`src/rtl/mantissa_divider_28.sv`:
```
// Iterative SIMD restoring divider for normalized mantissas: 1x28, 2x14 or 4x7 lanes.
// Each of four lane slots runs an independent W+1 step radix-2 restoring division.
module mantissa_divider_28 (
  input  logic        clk,
  input  logic        rst,
  input  logic        in_valid,
  output logic        in_ready,
  input  logic [27:0] A,
  input  logic [27:0] B,
  input  logic [1:0]  op,
  output logic        out_valid,
  input  logic        out_ready,
  output logic [31:0] Q,
  output logic [3:0]  sticky,
  output logic [3:0]  dz
);

  typedef enum logic [1:0] {StIdle, StCalc, StDone} state_e;
  typedef enum logic [1:0] {Mode1, Mode2, Mode4} mode_e;

  function automatic logic [4:0] lane_w(mode_e m);
    case (m)
      Mode2:   return 5'd14;
      Mode4:   return 5'd7;
      default: return 5'd28;
    endcase
  endfunction

  function automatic logic [3:0] lane_act(mode_e m);
    case (m)
      Mode2:   return 4'b0011;
      Mode4:   return 4'b1111;
      default: return 4'b0001;
    endcase
  endfunction

  state_e      state_q, state_d;
  mode_e       mode_q, mode_d, op_mode;
  logic [4:0]  cnt_q, cnt_d;
  logic [29:0] r_q   [4];
  logic [29:0] r_d   [4];
  logic [29:0] b_q   [4];
  logic [29:0] b_d   [4];
  logic [28:0] quo_q [4];
  logic [28:0] quo_d [4];
  logic        in_ready_q, in_ready_d;
  logic        out_valid_q, out_valid_d;
  logic [31:0] q_out_q, q_out_d;
  logic [3:0]  sticky_q, sticky_d;
  logic [3:0]  dz_q, dz_d;

  logic [29:0] a_lane   [4];
  logic [29:0] b_lane   [4];
  logic [29:0] r_step   [4];
  logic [28:0] quo_step [4];
  logic [28:0] q_final  [4];
  logic [3:0]  sticky_fin, dz_fin;
  logic [31:0] q_packed;

  assign op_mode = (op == 2'b01) ? Mode2 : (op == 2'b10) ? Mode4 : Mode1;

  // Unpack the incoming operands into zero-extended lane slots.
  always_comb begin
    for (int i = 0; i < 4; i++) begin
      a_lane[i] = '0;
      b_lane[i] = '0;
    end
    unique case (op_mode)
      Mode2: begin
        a_lane[0] = {16'b0, A[13:0]};
        a_lane[1] = {16'b0, A[27:14]};
        b_lane[0] = {16'b0, B[13:0]};
        b_lane[1] = {16'b0, B[27:14]};
      end
      Mode4: begin
        for (int i = 0; i < 4; i++) begin
          a_lane[i] = {23'b0, A[i*7 +: 7]};
          b_lane[i] = {23'b0, B[i*7 +: 7]};
        end
      end
      default: begin
        a_lane[0] = {2'b0, A};
        b_lane[0] = {2'b0, B};
      end
    endcase
  end

  // One restoring step per lane; R stays within W+2 bits so bit 29 never carries.
  always_comb begin
    logic [29:0] r_sub;
    logic        ge;
    for (int i = 0; i < 4; i++) begin
      ge          = (r_q[i] >= b_q[i]);
      r_sub       = ge ? (r_q[i] - b_q[i]) : r_q[i];
      r_step[i]   = {r_sub[28:0], 1'b0};
      quo_step[i] = {quo_q[i][27:0], ge};
    end
  end

  // Final per-lane results and output packing for the last iteration.
  always_comb begin
    logic [4:0]  w;
    logic [3:0]  act;
    logic [28:0] mask;
    w    = lane_w(mode_q);
    act  = lane_act(mode_q);
    mask = ~(29'h1FFFFFFF << (w + 5'd1));
    sticky_fin = '0;
    dz_fin     = '0;
    for (int i = 0; i < 4; i++) begin
      q_final[i] = '0;
      if (act[i]) begin
        dz_fin[i]     = ~b_q[i][w - 5'd1];
        sticky_fin[i] = ~dz_fin[i] & (r_step[i] != '0);
        q_final[i]    = dz_fin[i] ? mask : (quo_step[i] & mask);
      end
    end
    q_packed = '0;
    unique case (mode_q)
      Mode2: begin
        q_packed[14:0]  = q_final[0][14:0];
        q_packed[29:15] = q_final[1][14:0];
      end
      Mode4: begin
        for (int i = 0; i < 4; i++) q_packed[i*8 +: 8] = q_final[i][7:0];
      end
      default: q_packed[28:0] = q_final[0];
    endcase
  end

  always_comb begin
    state_d     = state_q;
    mode_d      = mode_q;
    cnt_d       = cnt_q;
    in_ready_d  = in_ready_q;
    out_valid_d = out_valid_q;
    q_out_d     = q_out_q;
    sticky_d    = sticky_q;
    dz_d        = dz_q;
    for (int i = 0; i < 4; i++) begin
      r_d[i]   = r_q[i];
      b_d[i]   = b_q[i];
      quo_d[i] = quo_q[i];
    end
    unique case (state_q)
      StIdle: begin
        if (in_valid) begin
          state_d    = StCalc;
          in_ready_d = 1'b0;
          mode_d     = op_mode;
          cnt_d      = lane_w(op_mode) + 5'd1;
          for (int i = 0; i < 4; i++) begin
            r_d[i]   = a_lane[i];
            b_d[i]   = b_lane[i];
            quo_d[i] = '0;
          end
        end
      end
      StCalc: begin
        cnt_d = cnt_q - 5'd1;
        for (int i = 0; i < 4; i++) begin
          r_d[i]   = r_step[i];
          quo_d[i] = quo_step[i];
        end
        if (cnt_q == 5'd1) begin
          state_d     = StDone;
          out_valid_d = 1'b1;
          q_out_d     = q_packed;
          sticky_d    = sticky_fin;
          dz_d        = dz_fin;
        end
      end
      StDone: begin
        if (out_ready) begin
          state_d     = StIdle;
          out_valid_d = 1'b0;
          in_ready_d  = 1'b1;
        end
      end
      default: state_d = StIdle;
    endcase
  end

  always_ff @(posedge clk or posedge rst) begin
    if (rst) begin
      state_q     <= StIdle;
      mode_q      <= Mode1;
      cnt_q       <= '0;
      in_ready_q  <= 1'b1;
      out_valid_q <= 1'b0;
      q_out_q     <= '0;
      sticky_q    <= '0;
      dz_q        <= '0;
      for (int i = 0; i < 4; i++) begin
        r_q[i]   <= '0;
        b_q[i]   <= '0;
        quo_q[i] <= '0;
      end
    end else begin
      state_q     <= state_d;
      mode_q      <= mode_d;
      cnt_q       <= cnt_d;
      in_ready_q  <= in_ready_d;
      out_valid_q <= out_valid_d;
      q_out_q     <= q_out_d;
      sticky_q    <= sticky_d;
      dz_q        <= dz_d;
      for (int i = 0; i < 4; i++) begin
        r_q[i]   <= r_d[i];
        b_q[i]   <= b_d[i];
        quo_q[i] <= quo_d[i];
      end
    end
  end

  assign in_ready  = in_ready_q;
  assign out_valid = out_valid_q;
  assign Q         = q_out_q;
  assign sticky    = sticky_q;
  assign dz        = dz_q;

endmodule

```
`config.mk`:
```
export PLATFORM = sky130hd
export DESIGN_NAME = mantissa_divider_28
export DESIGN_NICKNAME = d
export VERILOG_FILES = /design/src/rtl/mantissa_divider_28.sv
export SDC_FILE = /design/constraint.sdc
export NUM_CORES = 1
export LEC_CHECK = 0
export CAP_MARGIN = 20
export CORE_UTILIZATION = 42
export CTS_CLUSTER_SIZE = 24
export DETAILED_ROUTE_END_ITERATION = 8
export MAX_ROUTING_LAYER = met4
export PLACE_DENSITY = 0.65
export RECOVER_POWER = 50
export REMOVE_ABC_BUFFERS = 1
export SETUP_SLACK_MARGIN = 0.4
export SYNTH_ARGS = -nofsm -noshare
export SYNTH_HDL_FRONTEND = slang
export SYNTH_SLANG_ARGS = --single-unit
```
`constraint.sdc`:
```
create_clock -name clk -period 12.05 [get_ports clk]
set_input_delay 1.205 -clock clk [delete_from_list [all_inputs] [get_ports clk]]
set_output_delay 1.205 -clock clk [all_outputs]
set_load 0.02 [all_outputs]
```
==> results.md <==
Clocking:
- The number of post-CTS setup repair buffers is 0.
- Buffers inserted during clock tree synthesis total 31.
- Once the clock tree was built, the resizer swapped 0 gates to a different size.
- The clock drives about 280 sinks.
- The maximum clock insertion buffer count is 3.
- The cell at the root of the clock tree is clkbuf_16.
- The H-tree depth is 1.
- After clock tree synthesis, the clock-pin slew on the worst setup and hold paths is 0.07 ns.
- TritonCTS built the clock tree.
- Clock latency on the worst-skew pair, taken at its later pin, is between 0.5 and 0.6 ns.
- Hold repair after CTS inserted 0 buffers.

Finish:
- In the final design database the tool counted 2071 nets.
- The area growth from synthesis to layout is 14.53%.
- The post-route netlist has under 10% of its cells at a drive strength greater than 1.
- The core utilization of the finished layout is approximately 49%.
- The layout has around 3800 filler cells.
- The number of inserted diodes is 0.
- The area of the multi-input gates is 9087 um^2.
- The sequential cells in the finished layout cover a total of 7083 um^2.

Hold path:
- Along the worst hold path, the cell count comes to 2.
- For hold timing, the worst endpoint is Q[31].
- The startpoint of the worst hold path is Q[31].
- The kind of path behind the tightest hold check is reg -> reg.

Floorplanning:
- The effective utilization at floorplan is 42.55%.
- In this run the horizontal extent of the chip is slightly above 200 um.
- The area of the core is around 40000 um^2.
- The total die area is roughly 41000 um^2.
- The site row count is 73.
- Pin placement for this block handled about 100 I/O pins.
- The die is between 200 and 250 um tall.

Setup path:
- The setup check on the worst reg-to-reg path leaves a slack of between 7 and 8 ns.
- STA classifies the critical path endpoint as an asynchronous set/reset pin.
- The worst register-to-register path ends at sticky[2].
- The maximum fanout count along the critical path is 140.
- The startpoint type of the worst setup path is an input pin.
- The required time at the worst-slack endpoint is approximately 13 ns.
- The critical path class is in -> async.
- For the worst flop-to-flop path, the logic depth is 11.
- Data arrives at the worst endpoint at about 6.7 ns.
- The startpoint identified for the worst register-to-register timing path is cnt_q[1].

Global routing:
- The largest net degree at the start of global routing is between 100 and 150.
- The global router's overall resource usage is about a quarter.
- The initial antenna violation count is 0.
- The number of global-route vias before repair was about 14000.
- The aggregate global routing overflow is 0.
- The first global-routing pass estimated approximately 81000 um of wire.

STA:
- The top achievable clock speed is around 160 MHz.
- Setup total negative slack on the finished layout was measured at 0 ns.
- In the finished design, the share of the clock period the worst path needs comes to between 50% and 60%.
- Setup repair after global routing left no endpoint under its margin.
- The clock arrives with ~0.016 ns of skew.
- The final setup violation count is 0.
- The number of endpoints with negative hold slack in the final report was 0.
- Hold timing on the final database bottoms out at a slack of between 0.4 and 0.5 ns.
- The tightest slew margin relative to the limit is -332.1%.
- The slew of the pin with the lowest slew margin is 6.481 ns.
- The least setup slack across all paths after layout is about 5.9 ns.
- The final max-slew violation count was between 300 and 400.
- The clock period minus final worst setup slack is a little over 6 ns.

Route:
- The first-iteration detailed-routing DRC count is approximately 1300.
- Across all layers, the routed design uses between 10000 and 15000 vias.
- The final layout contains routed wiring with a total length of around 50000 um.
- The average detailed-routed wire length per instance is between 20 and 25 um.
- After detailed routing, the number of vias per cell comes to slightly below 6.
- The number of design rule violations left after detail routing is 0.
- Once detail routing completed, the nets flagged for antenna violations numbered 0.
- For this run, the detailed router's first-pass iteration total came to 6.

Placement:
- Detailed placement finished with a half-perimeter wire length of ~36000 um.
- The count of input and output buffers is approximately 100.
- Timing analysis after detailed placement gives a worst setup slack of 7.748 ns.
- The routability congestion estimate is around 0.94.

Synthesis:
- The number of enable-type register cells in the synthesized netlist is 0.
- The number of library cell types mapped by synthesis is 76.
- The number of synthesized register bits is 283.
- Yosys printed 0 warnings.
- The most frequently used flop master after synthesis is dfrtp_1.
- The cell area after synthesis is about 17000 um^2.
- The sequential area share after synthesis is around two fifths.
- The synthesized area per cell is 8.897 um^2.
- Synthesis produced a netlist whose cell count is 1900.
- The share of synthesized registers carrying an async set or reset is 100.0%.

Outcome:
- The final reports fail on max-capacitance violations, max-slew violations.
- The flow ran to the end, but the final reports show violations.

Power:
- The peak supply drop is about 0.00014 V.
- For this design the static power due to leakage is between 8 and 9 nW.
- The completed layout was analyzed and its total power is around 6.6 mW.
- The areal power density over the cells is between 300 and 400 nW/um^2.

Job:
- The tool flagged a number of max-cap violations equal to 5.
==> metal layers <==
metal / vias to the layer above / global-route usage (%) / part of all wire [%]
li1: 7044 / - / -
met1: 7271 / 35.18 / 47
met2: 468 / 38.27 / 45
met3: 87 / 2.729 / 5.2
met4: 0 / 7.760 / 3.1
met5: - / - / 0
==> critical path, stage by stage <==
cell           delay, ns
dlygate4sd3_1       0.55
clkinvlp_2          3.54
buf_4               1.12
==> Yosys cell counts, types with 20 or more instances <==
cell        n  area (um^2)
nand3_1    69        345.3
ha_1       64        800.8
nor4_1     35        219.0
nand2_1   211        792.0
a21oi_1    79        395.4
a31oi_1    20        125.1
o21a_1     27        202.7
or3_1      27        168.9
a22oi_1    40        300.3
a22o_1     57        499.2
xor2_1     34        297.8
o21ai_0   244         1221
inv_1      90        337.8
mux2i_1    31        310.3
xnor2_1    51        446.7
dfrtp_1   282         7057
nor2_1     99        371.6
clkbuf_1   99        371.6
nor2b_1    20        125.1
nor3_1     38        190.2
==> per-stage QoR <==
stage          instance area, um^2  cells
2_1_floorplan                16480   1791
3_3_place_gp                 18320   2432
3_5_place_dp                 18330   2433
4_1_cts                      19400   2491
5_1_grt                      19360   2491
6_report                     19360   2491
==> flip-flops by register name (all words and copies together) (netlist names) <==
signal,cells
state_q,2
quo_q,56
out_valid,1
in_ready,1
dz,4
cnt_q,5
b_q,56
Q,32
mode_q,2
r_q,120
sticky,4
==> area by class of cell <==
class | instances | share of cell area [%]
multi-input cells | 1418 | 46.94
well taps | 525 | 3.393
clock inverters | 19 | 1.157
repair buffers | 117 | 5.810
flip-flops and latches | 283 | 36.58
inverters | 90 | 1.751
clock buffers | 39 | 4.369
==> how the worst max path moves through the flow <==
stage	start	cells past startpoint	slack, ns	endpoint
final	rst	3	5.94	b_q[6]
after global routing	rst	3	4.97	r_q[71]
after CTS	r_q[92]	12	7.77	sticky[0]
after detailed placement	in_valid	6	7.75	r_q[67]
after global placement	in_valid	6	7.81	r_q[67]
after floorplan	state_q[0]	5	2.65	r_q[67]
==> cells in the final DEF (no fill, tap or decap), types with 16 or more instances in the layout <==
cell type        count
clkbuf_16           31
inv_1               89
nor3_1              38
dlygate4sd3_1       45
a21oi_1             79
nand2_1            210
o21a_1              27
nor2_1              98
clkdlybuf4s50_1     58
a31oi_1             20
mux2i_1             31
a22oi_1             40
a22o_1              57
nor4_1              35
nand4_1             16
ha_1                64
nor2b_1             20
a21o_1              16
xor2_1              34
nand3_1             69
xnor2_1             51
or3_1               27
a211oi_1            16
dfrtp_1            282
o21ai_0            244
==> kinds of logic after synthesis <==
family	count (synthesis)	share of synthesized area (%)
buf+inv	199	4.515
mux	35	2.235
xor+xnor	85	4.404
flops	283	41.90
fa+ha+maj	68	5.211
simple gates	604	17.64
compound gates	626	24.09
==> power by group <==
group | switching [mW] | internal, mW | leakage [nW] | total [mW]
sequential | 0.405 | 1.40 | 3.61 | 1.80
clock | 0.412 | 0.585 | 0.522 | 0.997
combinational | 2.23 | 1.53 | 3.87 | 3.75
No activity file was read; power rests on OpenSTA's default activity.
